`src/rtl/fifo_arb_pkg.sv`:
```
// Shared types and width helpers for the FIFO read-port arbiter.
package fifo_arb_pkg;

    typedef enum logic [1:0] {
        IDLE  = 2'd0,
        BURST = 2'd1,
        GAP   = 2'd2
    } arb_state_t;

    function automatic int idx_width(input int n);
        return (n > 1) ? $clog2(n) : 1;
    endfunction

    function automatic int cnt_width(input int max_burst);
        return $clog2(max_burst + 1);
    endfunction

endpackage

```
`src/rtl/fifo_read_arbiter_rr_arbiter.sv`:
```
// Rotating-priority encoder: index of the first asserted request at or after rr_ptr.
module rr_arbiter
    import fifo_arb_pkg::*;
#(
    parameter int NREQ = 4,
    parameter int IW   = idx_width(NREQ)
) (
    input  logic [NREQ-1:0] req,
    input  logic [IW-1:0]   rr_ptr,
    output logic [IW-1:0]   idx,
    output logic            any
);

    logic [IW-1:0] cand;

    // Walk from the farthest offset down so the nearest request wins.
    always_comb begin
        idx  = '0;
        any  = 1'b0;
        cand = '0;
        for (int k = NREQ - 1; k >= 0; k--) begin
            cand = IW'((int'(rr_ptr) + k) % NREQ);
            if (req[cand]) begin
                idx = cand;
                any = 1'b1;
            end
        end
    end

endmodule

```
`src/rtl/fifo_read_arbiter.sv`:
```
// Round-robin, burst-bounded arbiter that owns the read strobe of an async FIFO.
// state | meaning: IDLE arbitrate | BURST granted consumer reads | GAP one dead cycle between grants
module fifo_read_arbiter
    import fifo_arb_pkg::*;
#(
    parameter int NREQ      = 4,
    parameter int DSIZE     = 8,
    parameter int MAX_BURST = 16,
    parameter int LOW_BURST = 1,
    localparam int IW       = idx_width(NREQ)
) (
    input  logic             r_clk,
    input  logic             r_rst,
    input  logic [NREQ-1:0]  req,
    input  logic             rempty,
    input  logic             hempty,
    input  logic [DSIZE-1:0] fifo_rdata,
    output logic             r_inc,
    output logic [NREQ-1:0]  gnt,
    output logic             rd_valid,
    output logic [DSIZE-1:0] rd_data,
    output logic [IW-1:0]    rd_id
);

    localparam int CW = cnt_width(MAX_BURST);
    localparam logic [CW-1:0] MAX_L = CW'(MAX_BURST);
    localparam logic [CW-1:0] LOW_L = CW'(LOW_BURST);

    arb_state_t    state, state_nxt;
    logic [IW-1:0] rr_ptr;
    logic [CW-1:0] burst_cnt;
    logic [CW-1:0] limit;
    logic [IW-1:0] arb_idx;
    logic          arb_any;
    logic          start;
    logic          burst_end;

    rr_arbiter #(.NREQ(NREQ), .IW(IW)) u_rr (
        .req    (req),
        .rr_ptr (rr_ptr),
        .idx    (arb_idx),
        .any    (arb_any)
    );

    assign start     = (state == IDLE) && arb_any && !rempty;
    assign burst_end = (state == BURST) &&
                       ((r_inc && (burst_cnt == limit - CW'(1))) || !req[rd_id] || rempty);

    always_ff @(posedge r_clk) begin
        if (r_rst) state <= IDLE;
        else       state <= state_nxt;
    end

    always_comb begin
        state_nxt = state;
        unique case (state)
            IDLE:    if (start) state_nxt = BURST;
            BURST:   if (burst_end) state_nxt = GAP;
            GAP:     state_nxt = IDLE;
            default: state_nxt = IDLE;
        endcase
    end

    always_comb begin
        r_inc = 1'b0;
        if (state == BURST) r_inc = req[rd_id] && !rempty;
    end

    assign rd_valid = r_inc;
    assign rd_data  = fifo_rdata;

    // Burst limit is latched at grant so hempty changes mid-burst are ignored.
    always_ff @(posedge r_clk) begin
        if (r_rst) begin
            gnt       <= '0;
            rd_id     <= '0;
            rr_ptr    <= '0;
            burst_cnt <= '0;
            limit     <= MAX_L;
        end else if (start) begin
            gnt       <= NREQ'(1) << arb_idx;
            rd_id     <= arb_idx;
            limit     <= hempty ? LOW_L : MAX_L;
            burst_cnt <= '0;
        end else if (burst_end) begin
            gnt    <= '0;
            rr_ptr <= (rd_id == IW'(NREQ - 1)) ? '0 : rd_id + 1'b1;
        end else if (r_inc) begin
            burst_cnt <= burst_cnt + 1'b1;
        end
    end

    a_gnt_onehot: assert property (@(posedge r_clk) disable iff (r_rst) $onehot0(gnt));
    a_no_empty_read: assert property (@(posedge r_clk) disable iff (r_rst) r_inc |-> !rempty);
    a_granted_read: assert property (@(posedge r_clk) disable iff (r_rst)
                                     r_inc |-> (gnt[rd_id] && req[rd_id]));

endmodule

```
`config.mk`:
```
export PLATFORM = sky130hd
export DESIGN_NAME = fifo_read_arbiter
export DESIGN_NICKNAME = d
export VERILOG_FILES = /design/src/rtl/fifo_arb_pkg.sv /design/src/rtl/fifo_read_arbiter_rr_arbiter.sv /design/src/rtl/fifo_read_arbiter.sv
export SDC_FILE = /design/constraint.sdc
export NUM_CORES = 1
export LEC_CHECK = 0
export CAP_MARGIN = 20
export CELL_PAD_IN_SITES_DETAIL_PLACEMENT = 0
export CELL_PAD_IN_SITES_GLOBAL_PLACEMENT = 1
export CORE_MARGIN = 2
export CORE_UTILIZATION = 29
export DETAILED_ROUTE_END_ITERATION = 16
export GPL_TIMING_DRIVEN = 1
export HOLD_SLACK_MARGIN = 0.1
export PLACE_DENSITY_LB_ADDON = 0.05
export REMOVE_ABC_BUFFERS = 1
export SYNTH_ARGS = -nofsm -noshare
export SYNTH_HDL_FRONTEND = slang
export SYNTH_SLANG_ARGS = --single-unit
export TNS_END_PERCENT = 1
```
`constraint.sdc`:
```
create_clock -name r_clk -period 1.6 [get_ports r_clk]
set_input_delay 0.32 -clock r_clk [delete_from_list [all_inputs] [get_ports r_clk]]
set_output_delay 0.32 -clock r_clk [all_outputs]
set_load 0.1 [all_outputs]
```
# Word-level counts from Yosys, hierarchy flattened
# Cells that the tools add are included.
# totals
ff_bits,20
latchBits,0
mem_bits_rw,0
rom_bits,0
in_bits,16
output_inout_bits,16
elab_cells,66
mem_count,0
# op_classes
n_addsub,6
multipliers,0
div_mod_pow,0
n_lt_le_gt_ge,5
n_eq_ne,5
shift,1
muxes,26
n_bitwise,2
reduce_logical,15
# ops
op,count
$lt 2x3->1 const B,5
$mux 2,7
$bmux 1 s2,5
$mux 1,10
$mux 4,2
$reduce_and 2->1,3
$add 5x1->5 const B,1
$eq 5x5->1,1
$logic_and 1x1->1,5
$mux 5,1
$sub 5x1->5 const B,1
$add 2x1->2 const B,2
$add 2x2->2 const B,2
$ne 2x2->1 const B,2
$pmux 2 s2,1
$shl 1x2->4 const A,1
$eq 2x1->1 const B,1
$eq 2x2->1 const B,1
$logic_not 1->1,2
$logic_not 2->1,1
$logic_or 1x1->1,2
$not 1->1,2
$reduce_bool 2->1,1
$reduce_or 2->1,1

# Longest topological paths before layout
# depth
depth_word,11
mapped_depth,6
depth_no_buf,5

# Hierarchy
# Synthesis repeated with hierarchy kept, for this count alone.
# unflattened
hier_cells,125
hier_area_um2,1108.6
# by_module_without_submodules
module,n_inst,cells_each,area_each_um2,seq_area_each_um2
fifo_read_arbiter,1,112,1031.0,340.3
rr_arbiter,1,13,77.6,0.0

# Least setup slack after synthesis
# No wires, ideal clock.
# synth_timing
kind,flip-flop to output port
from,reg rd_id[0]
to,out rd_valid
t_arrival_ns,3.350
required_time_ns,1.280
slack_ns,-2.070
stages_incl_launch_ff,6
path_buffers,2
path_cell_list,dfxtp_1 > mux4_2 > nand2b_1 > buf_6 > nor2_1 > buf_4
# synth_between
elab_chain_len,4
# synth_rtl
item,line_no,text
"start, declared",fifo_read_arbiter.sv:22,output logic [IW-1:0] rd_id
"start signal, assigned",fifo_read_arbiter.sv:82,rd_id <= arb_idx;
$bmux 1 s2,fifo_read_arbiter.sv:66,if (state == BURST) r_inc = req[rd_id] && !rempty;
$mux 1 (implied by the code),fifo_read_arbiter.sv:66,
$logic_and 1x1->1,fifo_read_arbiter.sv:66,
$mux 1,fifo_read_arbiter.sv:66,
"end, declared",fifo_read_arbiter.sv:20,"output logic rd_valid,"
# No other way between the ends. The select of a mux whose other input is x is not followed.

# Worst setup path after layout
# layout_timing
from,reg rd_id[0]
to,out r_inc
# layout_between
elab_chain_len,4
# layout_rtl
item,line_no,text
$bmux 1 s2,fifo_read_arbiter.sv:66,
$mux 1 (implied by the code),fifo_read_arbiter.sv:66,
$logic_and 1x1->1,fifo_read_arbiter.sv:66,
$mux 1,fifo_read_arbiter.sv:66,
"end, declared",fifo_read_arbiter.sv:18,"output logic r_inc,"
# No other way between the ends. The select of a mux whose other input is x is not followed.

==> results.txt <==
----------------------------------------------------
[Global routing]
  First-pass GRT wire length ... 4410 um
  GRT Resource Usage Total ... 0.145
  Number of global-route vias before repair ... 943
  Maximum number of pins on one net before global-route repair ... 10
  Congestion Overflow GR ... 0
  Antenna violations before repair ... 0

[STA]
  Worst-case setup margin in the final layout ... -0.226 ns
  Worst Max-Slew Pin Slew ... 0.293 ns
  Max frequency ... 0.548 GHz
  Final clock period utilization by the worst path ... 1.14
  Worst slew margin relative to its limit ... 0.803
  Clock tree skew after final layout ... 0.00160 ns
  Clock period minus final worst setup slack ... 1.83 ns
  Unrepaired setup endpoints after global routing ... yes
  Count of pins over their slew limit ... 0
  Number of endpoints failing setup at the final stage ... 5
  Endpoints failing hold ... 0

[Critical path]
  Critical setup path kind ... flip-flop to primary output
  Critical-path cell list ... mux4_2 -> nand2b_4 -> nor2_4 -> buf_12
  CP Buf/Inv Count ... 1
  Largest incremental delay on the critical path ... 0.53 ns
  Crit path max-delay family ... multiplexers
  Worst-path cell with the longest stage delay ... sky130_fd_sc_hd__mux4_2
  Required time of the critical path ... 1.28 ns
  Crit-path max FO ... 2
  Crit. End Element ... primary output
  Kind of start point of the critical path ... flip-flop
  Data arrival, critical path ... 1.51 ns

[Power and ir drop]
  Highest ir drop seen on vdd ... 280 uV
  Leak ... 0.000605 uW
  Total Power ... 1080 uW
  Power density over the cells ... 724 nW/um2

[Placed design]
  Worst Setup Slack post-DPL ... -0.616 ns
  Weighted congestion at the end of routability-driven global placement ... 0.770
  Number of port buffers ... 15
  Detailed-placement wirelength estimate ... 2090 um

[Synth]
  Leading cell types by total area after synthesis ... sky130_fd_sc_hd__dfxtp_1 (34%), sky130_fd_sc_hd__buf_4 (6.8%), sky130_fd_sc_hd__nand2_1 (5.3%)
  Syn Std Cell Area ... 988 um2
  Top-area cell type share of the netlist area ... 0.344
  Post-synthesis cell type count ... 36
  Most frequent cells after synthesis ... sky130_fd_sc_hd__dfxtp_1 (17), sky130_fd_sc_hd__nand2_1 (14), sky130_fd_sc_hd__buf_4 (9), sky130_fd_sc_hd__nor2_1 (8), sky130_fd_sc_hd__nand3_1 (7)
  Synthesized instance count ... 116
  Synth Register Bits ... 17
  Synthesis Warnings ... 0
  Biggest area consumer among synthesized cells ... sky130_fd_sc_hd__dfxtp_1
  Top_reg_cell synth ... sky130_fd_sc_hd__dfxtp_1
  Number of enable-type register cells in the synthesized netlist ... 0
  Syn Area/Cell ... 8.52 um2
  Post-synthesis sequential area ratio ... 0.344
  Share of async-settable or async-resettable flops after synthesis ... 0
  Top-count cell post-synth ... sky130_fd_sc_hd__dfxtp_1

[Detailed routing]
  DRC violation total after the first TritonRoute iteration ... 25
  Antenna Violating Nets Remaining ... 0
  Detailed-route DRC error count ... 0
  Routed length per instance ... 13.3 um
  Initial DRT Pass Iterations ... 4
  Highest routing layer actually used ... met4
  Met1 layer wirelength in the final routing ... 1210 um
  Wire length reported by the detailed router ... 2620 um
  Routed length on met3 ... 116 um
  Detailed-routed wire length on met2 ... 1250 um
  Overall via count from detail_route ... 971
  Vias per Instance ... 4.93

[CTS]
  Number of levels in the clock H-tree ... 1
  Clock tree from TritonCTS ... done
  Root Buffer ... sky130_fd_sc_hd__clkbuf_4
  Skew-Pair Late Insertion Delay ... 0.30 ns
  Total clock buffers created by CTS ... 3
  Reg clk slew, reported paths ... 0.10 ns
  Number of buffers on the longest clock path ... 2
  CTS sink cnt ... 17

[Floorplanning]
  Number of top-level pins ... 32
  Row Count ... 21
  Core footprint ... 3310 um2
  Starting density of the core ... 0.299
  Die Width ... 62.4 um
  Die Footprint ... 3890 um2
  Vertical die dimension ... 62.4 um

[Final layout]
  P&R area growth vs syn ... 50.5%
  Final core area utilization ... 0.449
  # diodes ... 0
  Fraction of layout cells with a size suffix above 1 ... 0.371
  Final Net Count ... 170

[Status]
  Violations in the final reports ... setup timing
  Result of the run ... finished with violations

[Flow run]
  Max-Cap Viols ... 0

[Min path]
  Hold/Removal Path Class ... flip-flop to flip-flop

----------------------------------------------------
==> per-layer routing <==
layer  vias to the layer above  track usage
li1                        488            -
met1                       453        0.180
met2                        25        0.236
met3                         5       0.0432
met4                         0       0.0583
met5                         -            0
==> worst register-to-register path: stages (launching register included) <==
cell	delay, ns
sky130_fd_sc_hd__dfxtp_2	0.34
sky130_fd_sc_hd__mux4_2	0.36
sky130_fd_sc_hd__nand2b_4	0.07
sky130_fd_sc_hd__buf_4	0.15
sky130_fd_sc_hd__a211oi_4	0.17
sky130_fd_sc_hd__or4b_1	0.45
sky130_fd_sc_hd__o21ai_1	0.08
==> layout by cell type, fill, tap and decap left out, types with 3 or more instances in the layout <==
cell type and count:
sky130_fd_sc_hd__dfxtp_1 15, sky130_fd_sc_hd__o21ai_0 3, sky130_fd_sc_hd__nor2_1 6, sky130_fd_sc_hd__nor4_1 3, sky130_fd_sc_hd__a21oi_1 4, sky130_fd_sc_hd__o211ai_1 4, sky130_fd_sc_hd__dlygate4sd2_1 4, sky130_fd_sc_hd__buf_12 8
sky130_fd_sc_hd__clkbuf_4 3, sky130_fd_sc_hd__nand3_1 7, sky130_fd_sc_hd__nand2_1 14, sky130_fd_sc_hd__inv_1 5, sky130_fd_sc_hd__buf_4 29
==> flip-flops by register name (all words and copies together) (netlist names) <==
name,count
state,2
gnt,4
limit,2
rd_id,2
burst_cnt,5
rr_ptr,2
==> what timing repair did <==
action / CTS / global route
hold buffers: 0 / 0
pin swaps: 1 / 0
resized for setup: 16 / 5
setup endpoints to repair: 18 / 14
setup buffers: 1 / 0
==> report_power, final <==
group	switching, uW	internal, uW
registers	18.1	444
clock network	147	97.3
logic	204	166
==> per-stage QoR <==
stage / cells / hold WS [ns] / setup TNS [ns] / area (um2)
finish: 197 / 0.521 / -0.598 / 1490
global route: 197 / 0.556 / -1.19 / 1490
CTS: 197 / 0.520 / -0.824 / 1470
detailed placement: 192 / 0.493 / -9.15 / 1400
global placement: 192 / 0.493 / -8.69 / 1400
floorplan: 102 / 0.389 / -13.93 / 893
==> final timing paths <==
check                              from                   endpoint  cells after the start  slack [ns]
setup / recovery  rd_id[0]$_SDFFE_PP0P_                      r_inc                      4       -0.23
hold / removal      gnt[1]$_SDFFE_PP0P_        gnt[1]$_SDFFE_PP0P_                      2        0.52
setup reg to reg  rd_id[0]$_SDFFE_PP0P_  burst_cnt[3]$_SDFFE_PP0P_                      6       -0.08
hold reg to reg     gnt[1]$_SDFFE_PP0P_        gnt[1]$_SDFFE_PP0P_                      2        0.52
==> area by class of cell <==
type	count	area [um2]
repair buffers	45	454
well taps	46	57.6
clock buffers	4	26.3
inverters	5	18.8
fillers	344	1820
flip-flops and latches	17	343
multi-input cells	80	588
==> kinds of logic after synthesis <==
family / Yosys count / share of synthesized area
flip-flops: 17 / 0.344
multiplexers: 2 / 0.0329
buffers and inverters: 19 / 0.115
AND/OR/NAND/NOR: 45 / 0.232
XOR/XNOR: 3 / 0.0266
adder cells (fa/ha/maj): 2 / 0.0253
AO/OA/AOI/OAI: 28 / 0.224
Power figures use the tool's default switching activity.
